**src/rtl/fifo_pkg.sv**
```systemverilog
// fifo_pkg: shared pointer width and Gray/binary helpers for both FIFO clock domains
package fifo_pkg;
  localparam int ADDRSIZE = 4;
  typedef logic [ADDRSIZE:0] ptr_t;
  function automatic ptr_t bin2gray(ptr_t b);
    return (b >> 1) ^ b;
  endfunction
  function automatic ptr_t gray2bin(ptr_t g);
    ptr_t b;
    for (int i = 0; i <= ADDRSIZE; i++) b[i] = ^(g >> i);
    return b;
  endfunction
endpackage

```
**src/rtl/wptr_full_ctrl.sv**
```systemverilog
// wptr_full_ctrl: write-domain pointer, full/almost-full flags, occupancy and sticky overflow
module wptr_full_ctrl #(
  parameter int ADDRSIZE = fifo_pkg::ADDRSIZE,
  parameter int AFULL_LEVEL = 2**ADDRSIZE - 4
) (
  input  logic                wclk,
  input  logic                wrst,
  input  logic                winc,
  input  logic [ADDRSIZE:0]   wq2_rptr,
  input  logic                wclr_ovf,
  output logic [ADDRSIZE-1:0] waddr,
  output logic [ADDRSIZE:0]   wptr,
  output logic                wfull,
  output logic                walmost_full,
  output logic [ADDRSIZE:0]   wcount,
  output logic                woverflow
);
  localparam int W = ADDRSIZE + 1;
  logic [ADDRSIZE:0] wbin, wbin_next, wgray_next, rbin, occ_next;
  always_comb begin
    wbin_next = wbin + W'(winc & ~wfull);
    wgray_next = (wbin_next >> 1) ^ wbin_next;
    for (int i = 0; i <= ADDRSIZE; i++) rbin[i] = ^(wq2_rptr >> i);
    occ_next = wbin_next - rbin;
  end
  // flags use the stale synchronized read pointer, so they can only overstate occupancy
  always_ff @(posedge wclk or posedge wrst) begin
    if (wrst) begin
      wbin <= '0;
      wptr <= '0;
      wfull <= 1'b0;
      wcount <= '0;
      walmost_full <= 1'b0;
      woverflow <= 1'b0;
    end else begin
      wbin <= wbin_next;
      wptr <= wgray_next;
      wfull <= wgray_next == {~wq2_rptr[ADDRSIZE:ADDRSIZE-1], wq2_rptr[ADDRSIZE-2:0]};
      wcount <= occ_next;
      walmost_full <= occ_next >= W'(AFULL_LEVEL);
      woverflow <= (winc & wfull) | (woverflow & ~wclr_ovf);
    end
  end
  assign waddr = wbin[ADDRSIZE-1:0];
endmodule

```
**config.mk**
```make
export PLATFORM = sky130hd
export DESIGN_NAME = wptr_full_ctrl
export DESIGN_NICKNAME = d
export VERILOG_FILES = /design/src/rtl/fifo_pkg.sv /design/src/rtl/wptr_full_ctrl.sv
export SDC_FILE = /design/constraint.sdc
export NUM_CORES = 1
export LEC_CHECK = 0
export CAP_MARGIN = 20
export CORE_MARGIN = 2
export CORE_UTILIZATION = 40
export DETAILED_ROUTE_END_ITERATION = 8
export PLACE_DENSITY = 0.69
export SYNTH_ARGS = -nofsm -noshare
export SYNTH_HDL_FRONTEND = slang
export SYNTH_SLANG_ARGS = --single-unit
```
**constraint.sdc**
```tcl
create_clock -name wclk -period 6.5 [get_ports wclk]
set_clock_uncertainty 0.05 [all_clocks]
set_input_delay 0.65 -clock wclk [delete_from_list [all_inputs] [get_ports wclk]]
set_output_delay 0.65 -clock wclk [all_outputs]
set_load 0.02 [all_outputs]
```
* Word-level counts from Yosys, hierarchy flattened
Cells that the tools add are included.
Operators by class: add/subtract/negate cells 2, magnitude comparators 1, eq/ne operators 1, bitwise logic cells 8, reduce and logical (&&, ||, !) cells 5
Operators with widths (number):
- XOR reduction 5 bit | 5
- adder 5 bit | 1
- bitwise AND 1 x 5 -> 5 bit | 1
- == test 5 bit | 1
- >= comparator 5 x 4 -> 1 bit (second input constant) | 1
- NOT 1 -> 5 bit | 1
- subtractor 5 bit | 1
- XOR 4 x 5 -> 5 bit | 1
- bitwise AND 1 bit | 2
- NOT 2 bit | 1
- NOT 1 bit | 1
- OR 1 bit | 1
Storage, ports and cells: flip-flop bits (word level) 18, input bits 9, output and inout bits 17, logic and storage cells 23

* Longest topological paths before layout
Gate-level depths: netlist of the first run.
depth in word-level cells 5, mapped depth 11, mapped depth without buffers 11

* Least setup slack after synthesis of the first run
No wires, ideal clock.
path type input port to flip-flop, from input port wq2_rptr[3], to register walmost_full, arrival 2.649 ns, required time 6.332 ns, slack 3.683 ns, stages 10, cells stage by stage xor3_2 -> xnor2_1 -> xnor2_1 -> ha_1 -> inv_1 -> ha_1 -> a211o_1 -> a31oi_1 -> xnor2_1 -> a21o_1
On the way: cells in the longest elaborated chain, start to end 3, elaborated cells on any way between the ends 6, those cells by class add/sub: 1; order compare: 1; reduce/logical: 4
Ends and longest elaborated chain:
- start, declared | line wptr_full_ctrl.sv:9 | input logic [ADDRSIZE:0] wq2_rptr,
- XOR reduction 5 bit | line wptr_full_ctrl.sv:23 | for (int i = 0; i <= ADDRSIZE; i++) rbin[i] = ^(wq2_rptr >> i);
- subtractor 5 bit * | line wptr_full_ctrl.sv:24 | occ_next = wbin_next - rbin;
- named net occ_next[4] | line wptr_full_ctrl.sv:19 | logic [ADDRSIZE:0] wbin, wbin_next, wgray_next, rbin, occ_next;
- >= comparator 5 x 4 -> 1 bit * | line wptr_full_ctrl.sv:40 | walmost_full <= occ_next >= W'(AFULL_LEVEL);
- end signal, assigned | line wptr_full_ctrl.sv:40
- end, declared | line wptr_full_ctrl.sv:14 | output logic walmost_full,
The timed path passes the listed nets; every way through them passes the cells marked *.

* Worst setup path in the final report of the first run
Ends and elaborated chain as after synthesis.

==> results.toml, run 1 <==
[worst_setup_path]
required_ns = 6.63
r2r_cells = 8
worstSetupPathType = "primary input to flop"
critical_path_arrival_ns = 3.41
worstSetupStartpointType = "primary input"
end_kind = "flop"
r2r-end = "walmost_full"
r2r_slack_ns = 4.06
r2r-start = "wbin[0]"
critPathMaxFanout = 7

[synthesis]
synth_ff_type = "dfrtp_1"
synth_edf_count = 0
yosysWarnings = 0
avgSynthCellArea_um2 = 11.4
ys_types = 29
synthCells = 82
synth_area_um2 = 933
yosysSeqAreaShare = 0.456
ys_seq_elements = 17
synth.net_count = 95
async_reset_ff_frac = 1.00

[floorplan]
rows = 17
die_w_um = 52.3
pin_count = 26
die_y_um = 52.3
core_um2 = 2210
start_util = 0.422
die-area_um2 = 2740

[min_path]
min_from = "wfull"
min_path_type = "flop to flop"
min_path_cells = 2
hold_end = "woverflow"

[layout]
antennaDiodeCount = 0
drive_gt1_frac = 0.110
areaGrowthSynthToFinish_pct = 32.7
fillCellCount = 203
final_core_util = 0.560
nets = 123
fin_cells = 137

[timing]
setup_viol = 0
tightest_slew_ns = 0.610
min_period_ns = 3.28
finalHoldViolCount = 0
fin_crit_sh = 0.505
grt_setup_unrepaired = "no"
maxSlewViolCount = 0
slew_headroom = 0.593
setup_tns_ns = 0
fmax_ghz = 0.305

[place]
hpwl_mm = 1.31
placedCellCount = 133
io_buffers = 25
gp_congestion = 0.734

[power]
power.density_nw_per_um2 = 593
power_leakage_nw = 0.530
vdd_drop_max_uv = 267

[global_routing]
grt_max_degree = 18
grt.overflow.total = 0
grt_first_pass_wirelength_mm = 2.53
antenna_found_initial = 0
grt_pass1_vias = 570
track_usage = 0.131

[clock_network]
clock_path_buffers = 2
root_buffer = "clkbuf_4"
postCtsResizedCells = 0
cts.htree.levels = 1
clkSinkCount = 17
clkLatencyLatePin_ns = 0.28
cts_made_buffers = 3
cts_tree = "done"
cts_setup_buffers = 0
clk_pin_slew_ns = 0.09
cts_hold_buf = 0

[status]
outcome = "finished, final reports clean"

[run]
cap_viol_max_count = 0

[route]
post_drt_via_cell_ratio = 4.75
drt-total-wl_mm = 1.61
first_pass_iters = 3
vias = 651
routedWlPerCell_um = 11.8
final_antenna_net_count = 0
drc = 0
drtIter0Drc = 4
through the flow:
stage          power, mW  worst slack (ns)  area, um2  hold WS [ns]
2_1_floorplan      0.527              3.68        933         0.526
3_3_place_gp       0.677              2.97       1210         0.471
3_5_place_dp       0.687              2.90       1210         0.474
4_1_cts            0.743              3.21       1240         0.496
5_1_grt            0.790              3.06       1240         0.516
6_report           0.735              3.22       1240         0.491
cell families after synthesis:
group / Yosys count / share of synthesized area
DFF: 17 / 0.456
adders and majority gates: 4 / 0.0536
xor gates and xnor gates: 20 / 0.241
and+or+nand+nor: 15 / 0.0925
AOI/OAI and AO/OA: 13 / 0.0979
muxes: 1 / 0.0107
buffers and inverters: 12 / 0.0483
critical path, stage by stage:
cell and delay [ns]:
clkdlybuf4s50_1 0.57, xor3_2 0.55, xnor2_1 0.27, xnor2_1 0.15, ha_1 0.19, inv_1 0.05
ha_1 0.23, a211o_1 0.28, a31oi_1 0.19, xnor2_1 0.11, a21o_1 0.16
registers in the layout, indices dropped and copies added (netlist names):
name / cells
woverflow: 1
walmost_full: 1
wptr: 4
wbin: 5
wcount: 5
wfull: 1
worst max path at each step:
| stage | startpoint | end | slack, ns |
|---|---|---|---|
| 4_1_cts | wq2_rptr[3] | walmost_full | 3.21 |
| 3_3_place_gp | wq2_rptr[3] | walmost_full | 2.97 |
| 6_report | wq2_rptr[3] | walmost_full | 3.22 |
| 5_1_grt | wq2_rptr[3] | walmost_full | 3.06 |
| 3_5_place_dp | wq2_rptr[3] | walmost_full | 2.90 |
| 2_1_floorplan | wq2_rptr[3] | walmost_full | 3.68 |
power breakdown:
part / total (mW) / leakage (nW) / internal, mW / switching [mW]
clock network: 0.0541 / 0.0177 / 0.0228 / 0.0312
logic: 0.488 / 0.309 / 0.235 / 0.253
registers: 0.192 / 0.203 / 0.164 / 0.0288
total: 0.735 / 0.530 / 0.421 / 0.313
routing by layer:
metal / wire [um] / vias to the layer above / track usage
li1: - / 328 / -
met1: 741 / 305 / 0.170
met2: 781 / 14 / 0.202
met3: 52 / 4 / 0.0257
met4: 34 / 0 / 0.0769
met5: 0 / - / 0
placed cells by master (no fill, tap or decap), drive strengths merged, types with 2 or more instances in the layout:
cell type | Yosys | final
clkbuf | 2 | 3
a22oi | 2 | 2
o21ai | 2 | 2
inv | 10 | 10
ha | 4 | 4
dfrtp | 17 | 17
xor2 | 3 | 3
clkdlybuf4s50 | 0 | 25
nand3 | 4 | 4
a211o | 2 | 2
or3 | 2 | 2
nand2b | 3 | 3
a21oi | 3 | 3
xnor2 | 16 | 16
synth_stat cells, types with 2 or more instances:
cell,n,area [um2]
dfrtp_1,17,425
xnor2_1,14,123
inv_1,8,30.0
ha_1,4,50.1
nand3_1,4,20.0
a21oi_1,3,15.0
nand2b_1,3,18.8
a211o_1,2,17.5
a22oi_1,2,15.0
clkbuf_1,2,7.51
inv_2,2,7.51
o21ai_0,2,10.0
or3_1,2,12.5
xor2_1,2,17.5
area by class of cell:
| class | count | area [um2] | share of cell area |
|---|---|---|---|
| Clock buffer | 3 | 22.5 | 0.0182 |
| Clock inverter | 1 | 5.00 | 0.00404 |
| Inverter | 10 | 37.5 | 0.0303 |
| Multi-Input combinational cell | 53 | 463 | 0.374 |
| Sequential cell | 17 | 425 | 0.343 |
| Tap cell | 28 | 35.0 | 0.0283 |
| Timing Repair Buffer | 25 | 250 | 0.202 |
(Power assumes the default switching activity.)
==> run 2, diff against run 1 <==
- PLACE_DENSITY: 0.69 -> 0.71
- clock period: 6.5 -> 2.9 ns (I/O delays scaled with it)
==> run 2 against run 1 <==
Net effect:
- die area unchanged
- non-clock buffer count increased by 6
- final cell count increased by 4.4%
- clock-buffer cell count increased by 1
- hold slack got worse by 0.15 ns
- sequential share of layout area decreased by 1.4 points
- register-to-register slack got worse by 3.5 ns
- sequential power increased by 120%
- cell area increased by 4.1%
- first-iteration DRC count increased to 2.8 times the previous value
==> results.toml, run 2 (synthesized netlist as in run 1, its figures left out) <==
[status]
outcome = "finished, final reports clean"

[layout]
layout_common_cells = "clkdlybuf4s50_1 (25), dfrtp_1 (17), xnor2_1 (13)"
fin_cells = 143
finalInstanceArea_um2 = 1290
largestRegisters = "wbin x5, wcount x5, wptr x4"
drive_gt1_frac = 0.157
antennaDiodeCount = 0
nets = 129
layout.cells.most_common = "clkdlybuf4s50_1"
final_core_util = 0.583
areaGrowthSynthToFinish_pct = 38.2

[clock_network]
clkLatencyLatePin_ns = 0.28
cts_hold_buf = 0
root_buffer = "clkbuf_4"
clock_path_buffers = 2
cts_tree = "done"
clk_pin_slew_ns = 0.09
cts.htree.levels = 1
clkSinkCount = 17
cts_made_buffers = 3

[timing]
fin_crit_sh = 0.926
finalHoldViolCount = 0
setup_ws_ns = 0.213
hold_slack_ns = 0.338
fmax_ghz = 0.372
slew_headroom = 0.586
tightest_slew_ns = 0.621
setup_viol = 0
setup_tns_ns = 0
maxSlewViolCount = 0
min_period_ns = 2.69
grt_setup_unrepaired = "no"

[floorplan]
rows = 17
die-area_um2 = 2740
core_um2 = 2210
pin_count = 26
start_util = 0.422
die_y_um = 52.3
die_w_um = 52.3

[power]
switching_share = 0.418
p_switching_uw = 697
power.density_nw_per_um2 = 1290
vdd_drop_max_uv = 607
clkPwrFrac = 0.072
intPower_uw = 973
p_comb_frac = 0.671
pwr-share-seq = 0.257
power_leakage_nw = 0.562
finalPower_mw = 1.67

[worst_setup_path]
slowest_stage = "clkdlybuf4s50_1"
r2r_cells = 8
critical_path_arrival_ns = 2.82
critPathMaxFanout = 4
critPathMaxStageDelay_ns = 0.47
worstSetupStartpointType = "primary input"
end_kind = "flop"
required_ns = 3.03
cp_cell_sequence = "clkdlybuf4s50_1, xor3_2, xnor2_2, xnor2_1, ha_1, inv_1, ha_1, a211o_1, a31oi_1, xnor2_1, a21o_1"
worstSetupPathType = "primary input to flop"

[route]
final_antenna_net_count = 0
drt-total-wl_mm = 1.70
post_drt_via_cell_ratio = 4.74
vias = 678
first_pass_iters = 4
routedWlPerCell_um = 11.9
drtIter0Drc = 11
drc = 0

[place]
io_buffers = 25
place_area_um2 = 1260
place_ws_ns = -0.137
placedCellCount = 139
hpwl_mm = 1.37
gp_congestion = 0.804

[global_routing]
grt_pass1_vias = 732
grt.overflow.total = 0
track_usage = 0.158
grt_max_degree = 18
grt_first_pass_wirelength_mm = 3.12
antenna_found_initial = 0

[min_path]
min_path_type = "primary input to asynchronous set/reset pin"

[run]
cap_viol_max_count = 0
-- run 2: final cells by class --
class                           instances  area [um2]
Multi-Input combinational cell         53         470
Inverter                               10        37.5
Fill cell                             197         922
Clock buffer                            4        26.3
Timing Repair Buffer                   31         295
Tap cell                               28        35.0
Sequential cell                        17         425
-- run 2: layer usage --
layer,wire length [um],vias up,track usage,part of all wire
met1,725,325,0.196,0.43
met3,46,2,0.0171,0.027
li1,-,339,-,-
met4,27,0,0.103,0.016
met5,0,-,0,0
met2,897,12,0.258,0.53
-- run 2: critical path, delay by kind of cell --
kind | cells | cell delay [ns]
xor+xnor | 4 | 0.95
fa+ha+maj | 2 | 0.42
buf+inv | 2 | 0.52
compound gates | 3 | 0.63
-- run 2: power by group through the flow --
stage                     clock, mW  sequential [mW]  combinational, mW
after global routing          0.136            0.445               1.24
after global placement            0            0.435               1.11
final                         0.120            0.429               1.12
after detailed placement          0            0.438               1.13
after CTS                     0.128            0.432               1.14
after floorplan                   0            0.582              0.599
-- run 2: worst paths after layout --
kind,startpoint,endpoint,slack (ns)
max,wq2_rptr[3],walmost_full,0.21
min,wrst,wcount[4],0.34
max reg2reg,wfull,wfull,0.56
min reg2reg,wfull,woverflow,0.49
max in group asynchronous,wrst,wbin[2],2.06
min in group wclk,wfull,woverflow,0.49
-- run 2: repair_timing --
item / 4_1_cts / 5_1_grt
gates resized for setup: 0 / 1
endpoints found under the setup margin: 0 / 1
hold endpoints to repair: 0 / 0
setup buffers: 0 / 0
==> run 3, diff against run 2 <==
- CORE_MARGIN: 2 -> not set
==> run 3 against run 2 <==
Net effect:
- sequential share of layout area rose by 0.19 points
- critical path depth did not move
- combinational power barely moved
- non-clock buffer count did not move
- total power fell by 0.34%
- clock power barely moved
- highest routed layer unchanged
==> results.toml, run 3 (synthesized netlist as in run 1, its figures left out) <==
[layout]
drive_gt1_frac = 0.148
layout.cells.most_common = "clkdlybuf4s50_1"
nets = 129
antennaDiodeCount = 0
areaGrowthSynthToFinish_pct = 37.4
largestRegisters = "wbin x5, wcount x5, wptr x4"
layout_common_cells = "clkdlybuf4s50_1 (25), dfrtp_1 (17), xnor2_1 (14)"
fin_cells = 143

[worst_setup_path]
end_kind = "flop"
r2r_slack_ns = 0.59
critPathMaxFanout = 4
required_ns = 3.04
r2r-start = "wfull"
critical_path_arrival_ns = 2.85
r2r_cells = 8
worstSetupPathType = "primary input to flop"
r2r-end = "wfull"
worstSetupStartpointType = "primary input"
crit_start = "wq2_rptr[3]"

[timing]
tightest_slew_ns = 0.638
min_period_ns = 2.71
maxSlewViolCount = 0
grt_setup_unrepaired = "no"
slew_headroom = 0.574
fmax_ghz = 0.368
fin_crit_sh = 0.936
hold_slack_ns = 0.335
finalHoldViolCount = 0
setup_viol = 0
setup_ws_ns = 0.186

[clock_network]
cts_hold_buf = 0
cts.htree.levels = 1
root_buffer = "clkbuf_4"
cts_made_buffers = 3
clk_pin_slew_ns = 0.09
postCtsResizedCells = 0
cts_tree = "done"
clkSinkCount = 17
cts_setup_buffers = 0
clock_path_buffers = 2
clkLatencyLatePin_ns = 0.28

[floorplan]
die-area_um2 = 2530
die_w_um = 50.3
rows = 17
start_util = 0.422
core_um2 = 2210
die_y_um = 50.3
pin_count = 26

[global_routing]
grt_first_pass_wirelength_mm = 2.77
antenna_found_initial = 0
grt.overflow.total = 0
track_usage = 0.153
grt_pass1_vias = 650
grt_max_degree = 18

[route]
drtIter0Drc = 9
first_pass_iters = 4
drc = 0
routedWlPerCell_um = 11.1
vias = 675
drt-total-wl_mm = 1.59
post_drt_via_cell_ratio = 4.72
final_antenna_net_count = 0

[place]
placedCellCount = 139
place_ws_ns = -0.130
hpwl_mm = 1.25
io_buffers = 25
gp_congestion = 0.821

[power]
vdd_drop_max_uv = 680
power_leakage_nw = 0.556
power.density_nw_per_um2 = 1300

[status]
outcome = "finished, final reports clean"

[min_path]
min_path_type = "primary input to asynchronous set/reset pin"

[run]
cap_viol_max_count = 0
==> run 3: worst max-delay path, cell delays in order <==
cell and delay [ns]:
clkdlybuf4s50_1 0.48, xor3_2 0.46, xnor2_1 0.25, xnor2_1 0.16, ha_1 0.19, inv_1 0.05
ha_1 0.23, a211o_1 0.28, a31oi_1 0.19, xnor2_1 0.11, a21o_1 0.15
==> run 3: worst max-delay path by stage <==
stage / depth (start not counted) / endpoint / slack (ns)
CTS: 11 / walmost_full / 0.18
global placement: 11 / walmost_full / -0.06
finish: 11 / walmost_full / 0.19
detailed placement: 11 / walmost_full / -0.13
floorplan: 9 / walmost_full / 0.43
global route: 11 / walmost_full / 0.07
==> run 3: final cells by class <==
type / count / area [um2]
Fill cell: 203 / 930
Multi-Input combinational cell: 53 / 463
Sequential cell: 17 / 425
Timing Repair Buffer: 31 / 295
Inverter: 10 / 37.5
Tap cell: 28 / 35.0
Clock buffer: 4 / 26.3
==> run 3: stage by stage <==
step                      area (um2)  setup TNS [ns]   util  power [mW]
after global placement          1260         -0.0649  0.568        1.54
after global routing            1280               0  0.580        1.80
after floorplan                  933               0      -        1.18
after CTS                       1280               0  0.580        1.69
final                           1280               0  0.580        1.66
after detailed placement        1260          -0.130  0.568        1.56
==> run 3: power by group <==
part	switching [mW]	leakage [nW]	total, mW	internal, mW
registers	0.0629	0.203	0.430	0.367
logic	0.563	0.338	1.11	0.551
clock network	0.0671	0.0150	0.121	0.0534
==> run 3: metal layers <==
layer  GRT usage  vias to the layer above  wire [um]
met4       0.111                        0         42
met2       0.242                       14        785
met3      0.0273                        4         44
met1       0.186                      321        717
li1            -                      336          -
met5           0                        -          0
